`config.mk`:
```
export PLATFORM = sky130hd
export DESIGN_NAME = rv32i_multicycle_ctrl
export DESIGN_NICKNAME = d
export VERILOG_FILES = /design/src/rtl/rv32i_multicycle_ctrl.sv
export SDC_FILE = /design/constraint.sdc
export NUM_CORES = 1
export LEC_CHECK = 0
export CORE_AREA = 3 3 115 106
export CTS_BUF_LIST = sky130_fd_sc_hd__clkbuf_4 sky130_fd_sc_hd__clkbuf_8
export DETAILED_ROUTE_END_ITERATION = 8
export DIE_AREA = 0 0 118 109
export PLACE_DENSITY = 0.75
export SETUP_SLACK_MARGIN = 0.3
export SLEW_MARGIN = 25
export SYNTH_ARGS = -nofsm -noshare
export SYNTH_HDL_FRONTEND = slang
export SYNTH_SLANG_ARGS = --single-unit
```
`constraint.sdc`:
```
create_clock -name i_clk -period 3 [get_ports i_clk]
set_clock_uncertainty 0.2 [all_clocks]
set_input_delay 0.6 -clock i_clk [delete_from_list [all_inputs] [get_ports i_clk]]
set_output_delay 0.6 -clock i_clk [all_outputs]
set_load 0.05 [all_outputs]
```
`src/rtl/rv32i_multicycle_ctrl.sv`:
```
// rv32i_multicycle_ctrl: multi-cycle RV32I control FSM with fetch/data handshakes, traps and retire counter
module rv32i_multicycle_ctrl #(
  parameter int ALU_OP_W = 4,
  parameter int MEM_TIMEOUT = 16,
  parameter int CNT_W = 32
) (
  input  logic                i_clk,
  input  logic                i_rst,
  input  logic [31:0]         i_instr,
  input  logic                i_instr_vld,
  input  logic                i_br_less,
  input  logic                i_br_equal,
  input  logic                i_mem_ready,
  output logic                o_instr_req,
  output logic                o_pc_wren,
  output logic                o_pc_sel,
  output logic                o_rd_wren,
  output logic                o_br_un,
  output logic                o_opa_sel,
  output logic                o_opb_sel,
  output logic [ALU_OP_W-1:0] o_alu_op,
  output logic                o_mem_req,
  output logic                o_mem_wren,
  output logic [1:0]          o_wb_sel,
  output logic [31:0]         o_insn,
  output logic                o_retire,
  output logic [CNT_W-1:0]    o_retire_cnt,
  output logic                o_illegal,
  output logic                o_timeout
);
  localparam int TW = MEM_TIMEOUT > 1 ? $clog2(MEM_TIMEOUT) : 1;
  localparam logic [TW-1:0] TMO_LAST = TW'(MEM_TIMEOUT > 0 ? MEM_TIMEOUT - 1 : 0);
  typedef enum logic [2:0] {S_FETCH, S_DECODE, S_EXEC, S_MEM, S_WB, S_TRAP} state_t;
  state_t state_q, state_d;
  logic [31:0] ir_q, ir_d;
  logic [CNT_W-1:0] cnt_q, cnt_d;
  logic [TW-1:0] tmo_cnt_q, tmo_cnt_d;
  logic illegal_q, illegal_d, timeout_q, timeout_d;
  logic [6:0] opc, f7;
  logic [2:0] f3;
  logic is_r, is_i, is_ld, is_st, is_br, is_lui, is_auipc, is_jal, is_jalr, legal, taken;
  logic [3:0] arith_op, alu;
  logic instr_req, pc_wren, pc_sel, rd_wren, br_un, opa_sel, opb_sel, mem_req, mem_wren, retire;
  logic [1:0] wb_sel;
  assign opc = ir_q[6:0];
  assign f3 = ir_q[14:12];
  assign f7 = ir_q[31:25];
  assign is_r = opc == 7'b0110011;
  assign is_i = opc == 7'b0010011;
  assign is_ld = opc == 7'b0000011;
  assign is_st = opc == 7'b0100011;
  assign is_br = opc == 7'b1100011;
  assign is_lui = opc == 7'b0110111;
  assign is_auipc = opc == 7'b0010111;
  assign is_jal = opc == 7'b1101111;
  assign is_jalr = opc == 7'b1100111;
  assign legal = is_r ? (f7 == 7'h00 || (f7 == 7'h20 && (f3 == 3'b000 || f3 == 3'b101)))
    : is_i ? (f3 == 3'b001 ? f7 == 7'h00 : f3 == 3'b101 ? (f7 == 7'h00 || f7 == 7'h20) : 1'b1)
    : is_ld ? (f3 != 3'b011 && f3 != 3'b110 && f3 != 3'b111)
    : is_st ? (f3 <= 3'b010)
    : is_br ? (f3 != 3'b010 && f3 != 3'b011)
    : is_jalr ? (f3 == 3'b000)
    : (is_lui || is_auipc || is_jal);
  // f7[5] only distinguishes SUB for register ops; immediate ADDI has no SUB form
  assign arith_op = f3 == 3'b000 ? {3'b000, is_r & f7[5]}
    : f3 == 3'b001 ? 4'd2
    : f3 == 3'b010 ? 4'd3
    : f3 == 3'b011 ? 4'd4
    : f3 == 3'b100 ? 4'd5
    : f3 == 3'b101 ? (f7[5] ? 4'd7 : 4'd6)
    : f3 == 3'b110 ? 4'd8 : 4'd9;
  assign taken = f3[2] ? (i_br_less ^ f3[0]) : (i_br_equal ^ f3[0]);
  always_comb begin
    state_d = state_q;
    ir_d = ir_q;
    tmo_cnt_d = tmo_cnt_q;
    illegal_d = illegal_q;
    timeout_d = timeout_q;
    instr_req = 1'b0;
    pc_wren = 1'b0;
    pc_sel = 1'b0;
    rd_wren = 1'b0;
    br_un = 1'b0;
    opa_sel = 1'b0;
    opb_sel = 1'b0;
    alu = 4'd0;
    mem_req = 1'b0;
    mem_wren = 1'b0;
    wb_sel = 2'd0;
    retire = 1'b0;
    case (state_q)
      S_FETCH: begin
        instr_req = 1'b1;
        ir_d = i_instr_vld ? i_instr : ir_q;
        state_d = i_instr_vld ? S_DECODE : S_FETCH;
      end
      S_DECODE: begin
        state_d = legal ? S_EXEC : S_TRAP;
        illegal_d = illegal_q | ~legal;
      end
      S_EXEC, S_MEM: begin
        alu = (is_r || is_i) ? arith_op : is_lui ? 4'd10 : 4'd0;
        opa_sel = is_auipc || is_jal || is_br;
        opb_sel = !is_r;
        br_un = is_br && f3[2:1] == 2'b11;
        if (state_q == S_EXEC) begin
          state_d = (is_ld || is_st) ? S_MEM : S_FETCH;
          tmo_cnt_d = '0;
          rd_wren = !(is_ld || is_st || is_br);
          wb_sel = (is_jal || is_jalr) ? 2'd2 : 2'd0;
          pc_wren = !(is_ld || is_st);
          pc_sel = is_jal || is_jalr || (is_br && taken);
          retire = !(is_ld || is_st);
        end else begin
          mem_req = 1'b1;
          mem_wren = is_st;
          pc_wren = i_mem_ready && is_st;
          retire = i_mem_ready && is_st;
          // ready takes priority over an expiring timeout in the same cycle
          if (i_mem_ready) state_d = is_st ? S_FETCH : S_WB;
          else if (MEM_TIMEOUT != 0 && tmo_cnt_q == TMO_LAST) begin
            state_d = S_TRAP;
            timeout_d = 1'b1;
          end else tmo_cnt_d = tmo_cnt_q + 1'b1;
        end
      end
      S_WB: begin
        rd_wren = 1'b1;
        wb_sel = 2'd1;
        pc_wren = 1'b1;
        retire = 1'b1;
        state_d = S_FETCH;
      end
      S_TRAP: state_d = S_TRAP;
      default: state_d = S_FETCH;
    endcase
    cnt_d = cnt_q + CNT_W'(retire);
  end
  always_ff @(posedge i_clk) begin
    if (i_rst) begin
      state_q <= S_FETCH;
      ir_q <= '0;
      cnt_q <= '0;
      tmo_cnt_q <= '0;
      illegal_q <= 1'b0;
      timeout_q <= 1'b0;
    end else begin
      state_q <= state_d;
      ir_q <= ir_d;
      cnt_q <= cnt_d;
      tmo_cnt_q <= tmo_cnt_d;
      illegal_q <= illegal_d;
      timeout_q <= timeout_d;
    end
  end
  // every output is forced low while reset is held, so an aborted instruction writes nothing
  assign o_instr_req = instr_req & ~i_rst;
  assign o_pc_wren = pc_wren & ~i_rst;
  assign o_pc_sel = pc_sel & ~i_rst;
  assign o_rd_wren = rd_wren & ~i_rst;
  assign o_br_un = br_un & ~i_rst;
  assign o_opa_sel = opa_sel & ~i_rst;
  assign o_opb_sel = opb_sel & ~i_rst;
  assign o_alu_op = i_rst ? '0 : ALU_OP_W'(alu);
  assign o_mem_req = mem_req & ~i_rst;
  assign o_mem_wren = mem_wren & ~i_rst;
  assign o_wb_sel = i_rst ? 2'd0 : wb_sel;
  assign o_insn = i_rst ? 32'd0 : ir_q;
  assign o_retire = retire & ~i_rst;
  assign o_retire_cnt = i_rst ? '0 : cnt_q;
  assign o_illegal = illegal_q & ~i_rst;
  assign o_timeout = timeout_q & ~i_rst;
endmodule

```
# Word level (Yosys, flattened, before mapping)
# Index checks and enable logic that the tools add are counted.
[classes] addsub=2 order_cmp=1 n_eq_ne=30 n_mux=52 bitwise=19 reduce_logical=29
[ops] cell="32-bit two-way mux" count=2
[ops] cell="4-bit two-way mux" count=13
[ops] cell="32-bit by 1-bit adder with 32-bit output" count=1
[ops] cell="7-bit by 6-bit == test with 1-bit output, second input constant" count=4
[ops] cell="1-bit two-way mux" count=24
[ops] cell="7-bit == test, second input constant" count=3
[ops] cell="3-bit == test, second input constant" count=5
[ops] cell="3-bit two-way mux" count=5
[ops] cell="7-bit by 5-bit == test with 1-bit output, second input constant" count=2
[ops] cell="1-bit AND" count=12
[ops] cell="3-bit by 2-bit == test with 1-bit output, second input constant" count=4
[ops] cell="1-bit logical OR" count=12
[ops] cell="3-bit one-hot mux with 4 select lines" count=1
[ops] cell="2-bit two-way mux" count=4
[ops] cell="7-bit by 2-bit == test with 1-bit output, second input constant" count=1
[ops] cell="1-bit logical AND" count=7
[ops] cell="7-bit zero test" count=1
[ops] cell="3-bit by 1-bit == test with 1-bit output, second input constant" count=2
[ops] cell="3-bit zero test" count=2
[ops] cell="3-bit by 2-bit inequality test with 1-bit output, second input constant" count=2
[ops] cell="3-bit inequality test, second input constant" count=2
[ops] cell="4-bit by 1-bit adder with 4-bit output, second input constant" count=1
[ops] cell="4-bit == test, second input constant" count=1
[ops] cell="4-bit inequality test, second input constant" count=1
[ops] cell="14 further kinds" count=21
[totals] register_bits=73 in_bits=38 out_inout_bits=82 word_cells=139

# Depth between registers and ports, before layout
[logic_depth] ltp_word=11 ltp_mapped=13 ltp_nobuf=11

# Worst setup path before layout
# No wires, ideal clock.
[synth_path] path_kind="reg-to-output" start="register state_q[1]" end="output port o_alu_op[0]" arrival_time_ns=3.474 required_ns=2.200 setup_slack_ns=-1.274 stages_incl_launch_ff=6 n_path_buf=2 path_cell_list="dfxtp_1 clkbuf_1 nor2b_1 nand2b_1 clkbuf_1 a2111oi_0"
[synth_between] elab_chain_cells=4 word_cells_on_any_way=5 cone_classes="eq/ne: 2; mux: 2; reduce/logical: 1"
[synth_lines] element="start, declared" line="34" text="state_t state_q, state_d;"
[synth_lines] element="start signal, assigned" line="148" text="state_q <= state_d;"
[synth_lines] element="3-bit by 2-bit == test with 1-bit output" line="91" text="case (state_q)"
[synth_lines] element="2-bit OR reduction *" line="91"
[synth_lines] element="4-bit two-way mux *" line="91"
[synth_lines] element="4-bit two-way mux *" line="164" text="assign o_alu_op = i_rst ? '0 : ALU_OP_W'(alu);"
[synth_lines] element="end, declared" line="21" text="output logic [ALU_OP_W-1:0] o_alu_op,"
# Every way passes the cells marked *; elsewhere a longest branch is shown, timed or not.

# Final worst setup path
[layout_path] start="register ir_q[3]" end="register cnt_q[29]"
[layout_between] elab_chain_cells=6 word_cells_on_any_way=8 cone_classes="add/sub: 1; eq/ne: 2; mux: 2; reduce/logical: 3"
[layout_lines] element="start, declared" line="35" text="logic [31:0] ir_q, ir_d;"
[layout_lines] element="start signal, assigned" line="149" text="ir_q <= ir_d;"
[layout_lines] element="7-bit by 2-bit == test with 1-bit output / 7-bit by 6-bit == test with 1-bit output (equally long branches)" line="50, 51"
[layout_lines] element="1-bit logical OR" line="113" text="retire = !(is_ld || is_st);"
[layout_lines] element="1-bit zero test" line="113"
[layout_lines] element="1-bit two-way mux *" line="106" text="if (state_q == S_EXEC) begin"
[layout_lines] element="1-bit one-hot mux with 2 select lines *" line="91"
[layout_lines] element="32-bit by 1-bit adder with 32-bit output *" line="137" text="cnt_d = cnt_q + CNT_W'(retire);"
[layout_lines] element="end signal, assigned" line="150" text="cnt_q <= cnt_d;"
[layout_lines] element="end, declared" line="36" text="logic [CNT_W-1:0] cnt_q, cnt_d;"
# Marked as above.
# A chain may end at the register's enable or synchronous reset.

==> out/results.txt <==
Worst hold path type - register to register
Vias in the first global route - 3,815
Avg WL per Cell - 14.4 um
Worst Path Required - 3.08 ns
Initial Util - 0.348
Gr ovfl total - 0
Gp weighted congestion - 0.846
Syn avg cell area - 7.61 um2
Leak - 2.43 nW
# rows - 36
Maximum clock insertion buffer count - 2
DR pass1 iterations - 4
DP HPWL - 8080 um
IO Port Bufs - 119
Endpoints failing setup - 3
Crit. Startpoint - ir_q[3]$_SDFFE_PP0P_
Reg2reg end - cnt_q[29]$_SDFF_PP0_
Post-Syn Nets - 542
Crit path kind - register to register
CORE AREA - 10,900 um2
Worst-Skew Late Latency - 0.34 ns
Sequential-to-total area share from yosys stat - 0.383
Fin crit period - 3.02 ns
First-pass GRT wire length - 18,700 um
Status - finished, violations left
Num CTS Buffers - 9
TritonCTS clock tree - yes
Worst rel slew slack - 0.621
R2R depth - 11
Dpl cell area - 5550 um2
Final ANT Viol Nets - 0
Final Hold Viols - 0
Startpoint Class - register
CP endpoint kind - register
Final period utilization - 1.01
Synth Warn # - 0
GRT Total Usage - 0.176
Max Cap Viol - 0
PwrDens - 381 nW/um2
Largest net degree at the start of global routing - 76
Worst Max-Slew Pin Slew - 0.563 ns
Worst path slowest cell - or3_4
Drc violations - 0
Post-synth cell types - 51
Routed vias/inst - 4.94
Vias - 3,907
I/O pin count - 120
Die Y - 109 um
R2r setup slk - -0.02 ns
EDFF count, synth - 0
Crit path top cell by count - or3_4
Chip Width - 118 um
Diodes inserted - 0
Clock Tree Root - clkbuf_8
Critical Path AT - 3.09 ns
Worst-path fanout max - 4
Mapped Cells - 501
Design Area, Final - 6140 um2
Crit-path cells - nand4bb_4 > nor3_4 > nand3_2 > o32ai_4 > ha_4 > nand3_4 > or3_4 > or3_4 > buf_6 > or3_4 > a21oi_2
Failing checks - negative setup slack
Post-Syn Area - 3810 um2
Unrepaired setup endpoints after global routing - true
Sink Count - 73
Worst R2R Start - ir_q[3]$_SDFFE_PP0P_
Detailed Route Iter0 Violations - 192
Slowest stage delay, CP - 0.36 ns
P&R area growth vs syn - 61.0%
Initial antenna violation count - 0
CP endpoint - cnt_q[29]$_SDFF_PP0_
Clock transition at the registers of the reported paths - 0.08 ns
Peak supply drop - 215 uV
Post-synthesis async set-or-reset flop share - 0
Final number of max-transition violations - 0
Commonest non-fill, non-tap cell in the layout - buf_4
H-tree levels - 3
Finished Core Util - 0.561
Total power - 2.34 mW
Max frequency - 0.331 GHz
Fin worst setup slack - -0.0197 ns
Fraction of final layout cells sized beyond drive strength 1 - 0.283
Synth Flop Type - dfxtp_1
Die footprint - 12,900 um2
Synthesis-stage register bit count - 73
Fin nets - 675
Most frequent cells in the layout - buf_4 (80), nand2_1 (77), dfxtp_1 (70)
Routed WL - 11,400 um
## cell usage after synthesis (all sizes together) (2+ instances only)
cell type | n | share of area
nor4 | 9 | 0.015
and3b | 2 | 0.0046
o21ai | 12 | 0.016
o21bai | 3 | 0.0059
inv | 9 | 0.0089
dfxtp | 73 | 0.38
a211o | 2 | 0.0046
a21oi | 43 | 0.056
xnor2 | 15 | 0.034
mux2 | 2 | 0.0059
mux2i | 3 | 0.0079
nand2b | 6 | 0.0098
nand4 | 8 | 0.015
clkbuf | 33 | 0.033
nor3 | 14 | 0.018
a311oi | 3 | 0.0069
a211oi | 3 | 0.0059
buf | 3 | 0.0039
or3 | 11 | 0.019
xor2 | 12 | 0.028
ha | 3 | 0.0098
nand3 | 14 | 0.018
nor2 | 47 | 0.046
nor4bb | 2 | 0.0052
and4 | 3 | 0.0069
and3 | 4 | 0.0066
nand2 | 78 | 0.077
or4 | 2 | 0.0039
nor2b | 64 | 0.10
## routing by layer
metal / vias to the layer above / share of wire / GRT usage
met5: - / 0 / 0
met4: 0 / 0.0074 / 0.0326
met1: 1855 / 0.45 / 0.231
li1: 1954 / - / -
met3: 6 / 0.054 / 0.0472
met2: 92 / 0.49 / 0.297
## through the flow
step / setup WS, ns / instances / hold WS (ns) / TNS (ns)
2_1_floorplan: 0.0196 / 501 / 0.232 / 0
4_1_cts: -0.00881 / 789 / 0.253 / -0.0175
3_5_place_dp: -0.559 / 767 / 0.242 / -7.20
3_3_place_gp: -0.487 / 767 / 0.238 / -5.84
6_report: -0.0197 / 791 / 0.255 / -0.0532
5_1_grt: -0.154 / 791 / 0.277 / -0.996
## layout make-up
cell class,instances,area [um2]
inverters,9,33.8
repair buffers,158,1630
flip-flops and latches,73,1470
clock inverters,4,73.8
multi-input cells,383,2590
well taps,152,190
clock buffers,12,165
fillers,1004,4810
## sequential cells by signal, indices dropped and copies added, names as in the netlist
register / cells
timeout_q: 1
cnt_q: 32
ir_q: 32
illegal_q: 1
tmo_cnt_q: 4
state_q: 3
## worst max-delay path, delay by kind of cell, from the launching register on
family          cells  cell delay (ns)
compound gates      2             0.41
fa+ha+maj           1             0.21
simple gates        7             1.66
flops               1             0.33
buf+inv             1             0.14
## worst min-delay path by stage
stage                                      from                     to  slack (ns)  depth (start not counted)
final                     ir_q[19]$_SDFFE_PP0P_  ir_q[19]$_SDFFE_PP0P_        0.25                          2
after CTS                 ir_q[17]$_SDFFE_PP0P_  ir_q[17]$_SDFFE_PP0P_        0.25                          2
after global routing      ir_q[19]$_SDFFE_PP0P_  ir_q[19]$_SDFFE_PP0P_        0.28                          2
after global placement    ir_q[23]$_SDFFE_PP0P_  ir_q[23]$_SDFFE_PP0P_        0.24                          2
after floorplan           ir_q[10]$_SDFFE_PP0P_  ir_q[10]$_SDFFE_PP0P_        0.23                          2
after detailed placement  ir_q[17]$_SDFFE_PP0P_  ir_q[17]$_SDFFE_PP0P_        0.24                          2
## cells by family after synthesis
logic type | share of synthesized area
simple gates | 0.364
flops | 0.383
compound gates | 0.122
fa+ha+maj | 0.00984
buf+inv | 0.0456
mux | 0.0138
xor+xnor | 0.0620
## report_power, final
| group | switching (mW) | leakage (nW) | internal (mW) | total, mW |
|---|---|---|---|---|
| sequential | 0.0324 | 0.595 | 1.00 | 1.04 |
| clock | 0.378 | 0.123 | 0.537 | 0.915 |
| combinational | 0.230 | 1.71 | 0.161 | 0.391 |
## repair_timing
action,in CTS,in global routing
hold buffers,0,0
pin swaps,14,17
setup buffers,6,2
resized for setup,27,33
setup endpoints to repair,32,37
Power figures use the tool's default switching activity.
